===== config.mk =====
export PLATFORM = sky130hd
export DESIGN_NAME = serial_adder_ctrl
export DESIGN_NICKNAME = d
export VERILOG_FILES = /design/src/rtl/serial_adder_ctrl.sv
export SDC_FILE = /design/constraint.sdc
export NUM_CORES = 1
export LEC_CHECK = 0
export BUFFER_PORTS_ARGS = -buffer_cell sky130_fd_sc_hd__buf_2
export CAP_MARGIN = 20
export CORE_AREA = 2 2 75 77
export CTS_BUF_LIST = sky130_fd_sc_hd__clkbuf_4
export DETAILED_ROUTE_END_ITERATION = 12
export DIE_AREA = 0 0 77 79
export GPL_TIMING_DRIVEN = 0
export PLACE_DENSITY = 0.59
export RECOVER_POWER = 25
export SLEW_MARGIN = 20
export SYNTH_ARGS = -nofsm -noshare
export SYNTH_HDL_FRONTEND = slang
export SYNTH_SLANG_ARGS = --single-unit

===== constraint.sdc =====
create_clock -name clk -period 1.9 [get_ports clk]
set_input_delay 0.19 -clock clk [delete_from_list [all_inputs] [get_ports clk]]
set_output_delay 0.19 -clock clk [all_outputs]
set_load 0.02 [all_outputs]

===== src/rtl/serial_adder_ctrl.sv =====
// Bit-serial WIDTH-bit adder/subtractor: one shared full-adder cell (two half
// adders plus an OR) steps through the operands LSB first, one bit per clock.

module halfadder (
    input  logic a,
    input  logic b,
    output logic s_c,
    output logic co_c
);
    assign s_c  = a ^ b;
    assign co_c = a & b;
endmodule

module serial_adder_ctrl #(
    parameter int unsigned WIDTH = 8
) (
    input  logic             clk,
    input  logic             rst_n,
    input  logic             start,
    input  logic             SUB,
    input  logic [WIDTH-1:0] A,
    input  logic [WIDTH-1:0] B,
    input  logic             Cin,
    output logic             busy,
    output logic             done,
    output logic [WIDTH-1:0] S,
    output logic             Cout,
    output logic             V
);
    localparam int unsigned CW = $clog2(WIDTH);

    typedef enum logic [1:0] {IDLE, RUN, DONE} state_t;

    state_t state_q, state_d;

    logic [WIDTH-1:0] opa, opb;
    logic [WIDTH-2:0] res;
    logic             carry;
    logic [CW-1:0]    cnt;

    logic s1, c1, sum, c2, next_carry;
    logic last, accept;

    halfadder u_ha0 (.a(opa[0]), .b(opb[0]), .s_c(s1),  .co_c(c1));
    halfadder u_ha1 (.a(s1),     .b(carry),  .s_c(sum), .co_c(c2));

    assign next_carry = c1 | c2;
    assign last       = (state_q == RUN) && (cnt == CW'(WIDTH - 1));
    assign accept     = start && (state_q != RUN);

    // State register
    always_ff @(posedge clk or negedge rst_n) begin
        if (!rst_n) state_q <= IDLE;
        else        state_q <= state_d;
    end

    // Next-state logic; start is only honoured outside RUN
    always_comb begin
        state_d = state_q;
        case (state_q)
            IDLE:    if (start) state_d = RUN;
            RUN:     if (last) state_d = DONE;
            DONE:    state_d = start ? RUN : IDLE;
            default: state_d = IDLE;
        endcase
    end

    // Datapath and registered outputs; results land only on the final bit
    always_ff @(posedge clk or negedge rst_n) begin
        if (!rst_n) begin
            busy  <= 1'b0;
            done  <= 1'b0;
            S     <= '0;
            Cout  <= 1'b0;
            V     <= 1'b0;
            opa   <= '0;
            opb   <= '0;
            res   <= '0;
            carry <= 1'b0;
            cnt   <= '0;
        end else begin
            busy <= (state_d == RUN);
            done <= (state_d == DONE);
            if (accept) begin
                opa   <= A;
                opb   <= SUB ? ~B : B;
                carry <= SUB ? 1'b1 : Cin;
                cnt   <= '0;
            end else if (state_q == RUN) begin
                opa   <= opa >> 1;
                opb   <= opb >> 1;
                res   <= (WIDTH-1)'({sum, res} >> 1);
                carry <= next_carry;
                if (last) begin
                    S    <= {sum, res};
                    Cout <= next_carry;
                    V    <= carry ^ next_carry;
                end else begin
                    cnt <= cnt + CW'(1);
                end
            end
        end
    end
endmodule


==> results.yml <==
run_status:
  outcome: "finished, final reports clean"
synthesis:
  syn-instance-count: 160
  synth_compound_area_frac: 0.08276
  ys_types: 24
  synth_largest_area_cell: "dfrtp_1"
  synthTopCellsByArea: "dfrtp_1, mux2i_1, nand2_1, o21ai_0, xor2_1"
  synth_warnings: 0
  synth-adder-area-share: 0.02483
  ys_seq_area_frac: 0.5655
  synth_top_area_frac: 0.5655
  synth_top_family_by_area: "multiplexers"
  synth-seq-cells: 41
  syn_area_um2: 1814
  synth_nets: 184
  muxShareOfSynthArea: 0.1386
  synth-xor-area-share: 0.04345
  avgSynthCellArea_um2: 11.34
  synth_simple_gate_area_frac: 0.1000
grt:
  grt_pass1_vias: 1307
  grt.busiest_layer: "met2"
  met2_usage: 0.1939
  use_met3: 0.03636
  grt_overflow: 0
  grtUsageMet1: 0.1679
  grt_pass1_wl_mm: 5.968
  antenna_found_initial: 0
  grt_max_degree: 42
  track_usage: 0.1248
sta:
  finalMaxSlewViolations: 0
  maxClockFrequency_ghz: 0.6280
  tightestPinTransition_ns: 1.017
  slew_headroom: 0.3219
  fin_tns_setup_ns: 0
  final-setup-viol-count: 0
  fin_crit_sh: 0.8381
  skew_ns: 0.01000
  hold_viol: 0
  post-route-min-period_ns: 1.592
  rsz0062_at_grt: "no"
  hold_ws_ns: 0.09151
critical_path:
  arrival_ns: 1.84
  cp_slowest_cell: "dfrtp_1"
  crit_fanout: 10
  required_ns: 2.15
  cpMostUsedCell: "ha_1"
  critical_path_buf_inv_count: 1
  crit_type: "flop to flop"
  cp_top_family: "adder cells"
  cp_slowest_stage_delay_ns: 0.42
  cp-end-kind: "flop"
  path_cells: "ha_1 -> ha_1 -> nand3b_4 -> buf_6 -> mux2_4"
  cp-start-kind: "flop"
clock_tree:
  cts-root-buf: "clkbuf_4"
  clock_sinks: 41
  cts_setup_buffers: 0
  cts_buffer_depth: 2
  cts_tree: "done"
  clkTransAtPathRegs_ns: 0.13
  h-tree-depth: 2
  clock_latency_ns: 0.35
  cts_buffers: 5
routing:
  wl_per_cell_um: 12.38
  routed-via-count: 1232
  avgViaCountPerCell: 4.546
  totalWireLength_mm: 3.355
  ant_nets: 0
  route.detailed.drc: 0
  drt_iter0_drc: 72
  dr.pass1.iters: 4
final_layout:
  mostFrequentLayoutCells: "dfrtp_1, nand2_1, buf_2"
  fin_cells: 271
  antenna_cells: 0
  post_route_cells_drive_above_1_share: 0.2211
  fin_nets: 222
  layout_commonest_cell: "dfrtp_1"
  synthToLayoutAreaGrowth_pct: 15.93
  utilization: 0.3940
min_path:
  hp-class: "input pin to flop"
power:
  p_leak_nw: 1.051
  p_per_area_nw_per_um2: 1463
  total_power_w: 0.003077
  vdd_ir_drop_max_uv: 617.0
floorplanning:
  io-pin-count: 33
  die_width_um: 77
  std_cell_rows: 27
  chipHeight_um: 79
  core-area_um2: 5338
  start_util: 0.3399
  design.die.area_um2: 6083
run:
  drv_cap: 0
place:
  gp_congestion: 0.6822
  dp.cells: 262
  numPortBuffers: 30
  post-dp-hpwl_mm: 2.271
==> registers in the layout, summed over array words and instances, names as in the netlist <==
signal	flops
V	1
opb	8
Cout	1
res	7
carry	1
done	1
cnt	3
state_q	2
opa	8
busy	1
S	8
==> stage by stage <==
stage          area [um^2]  worst slack, ns
6_report              2103           0.3077
5_1_grt               2103           0.2145
4_1_cts               2120           0.2925
3_5_place_dp          2054           0.3107
3_3_place_gp          2054           0.3095
2_1_floorplan         1814           0.4162
==> routing by layer <==
layer | routed length [um] | up-vias
met5 | 0 | -
met4 | 54 | 0
met3 | 188 | 7
met2 | 1492 | 33
met1 | 1620 | 581
li1 | - | 611
==> worst paths after layout <==
path                         from    endpoint  slack (ns)  depth (start not counted)
setup reg to reg           cnt[0]        S[6]        0.31                          5
min in group asynchronous   rst_n      opb[2]        0.53                          2
hold reg to reg            opb[3]      opb[2]        0.48                          2
setup / recovery           cnt[0]        S[6]        0.31                          5
max in group asynchronous   rst_n  state_q[1]        0.74                          2
hold / removal               A[7]      opa[7]        0.09                          3
==> cell usage after synthesis (all sizes together) <==
| cell type | instances |
|---|---|
| nand2b | 1 |
| a22o | 2 |
| and2b | 1 |
| o22ai | 3 |
| buf | 9 |
| mux2 | 8 |
| mux2i | 15 |
| nand2 | 36 |
| xor2 | 8 |
| o21ai | 21 |
| nand3b | 1 |
| nor3 | 1 |
| dfrtp | 41 |
| inv | 6 |
| xnor2 | 1 |
| ha | 2 |
| fa | 1 |
| a21oi | 1 |
| nor2 | 2 |
==> timing repair <==
action	in CTS	in global routing
endpoints found under the hold margin	15	0
hold buffers	1	0
resized for setup	0	0
==> power by group <==
| group | total (W) | switching, W | internal, W |
|---|---|---|---|
| combinational | 0.00117 | 0.000675 | 0.000490 |
| sequential | 0.00147 | 0.000220 | 0.00125 |
| clock | 0.000443 | 0.000287 | 0.000156 |
==> cell families (layout without fill, tap and decap cells) <==
logic type,after synthesis,count (layout)
simple gates,42,42
fa+ha+maj,3,3
xor+xnor,9,9
mux,23,23
buf+inv,15,54
flops,41,41
compound gates,27,27
==> cell type report <==
cell class | instances | area (um^2)
plain buffers | 9 | 57.56
multi-input cells | 104 | 706.9
repair buffers | 31 | 145.1
inverters | 6 | 22.52
flip-flops and latches | 41 | 1026
well taps | 72 | 90.09
fillers | 571 | 3234
clock buffers | 6 | 45.04
clock inverters | 2 | 10.01
==> worst min-delay path: cells and delay by family <==
kind / cells / cell delay (ns)
and+or+nand+nor: 1 / 0.08
muxes: 1 / 0.05
buffers and inverters: 1 / 0.07
(Power assumes the default switching activity.)
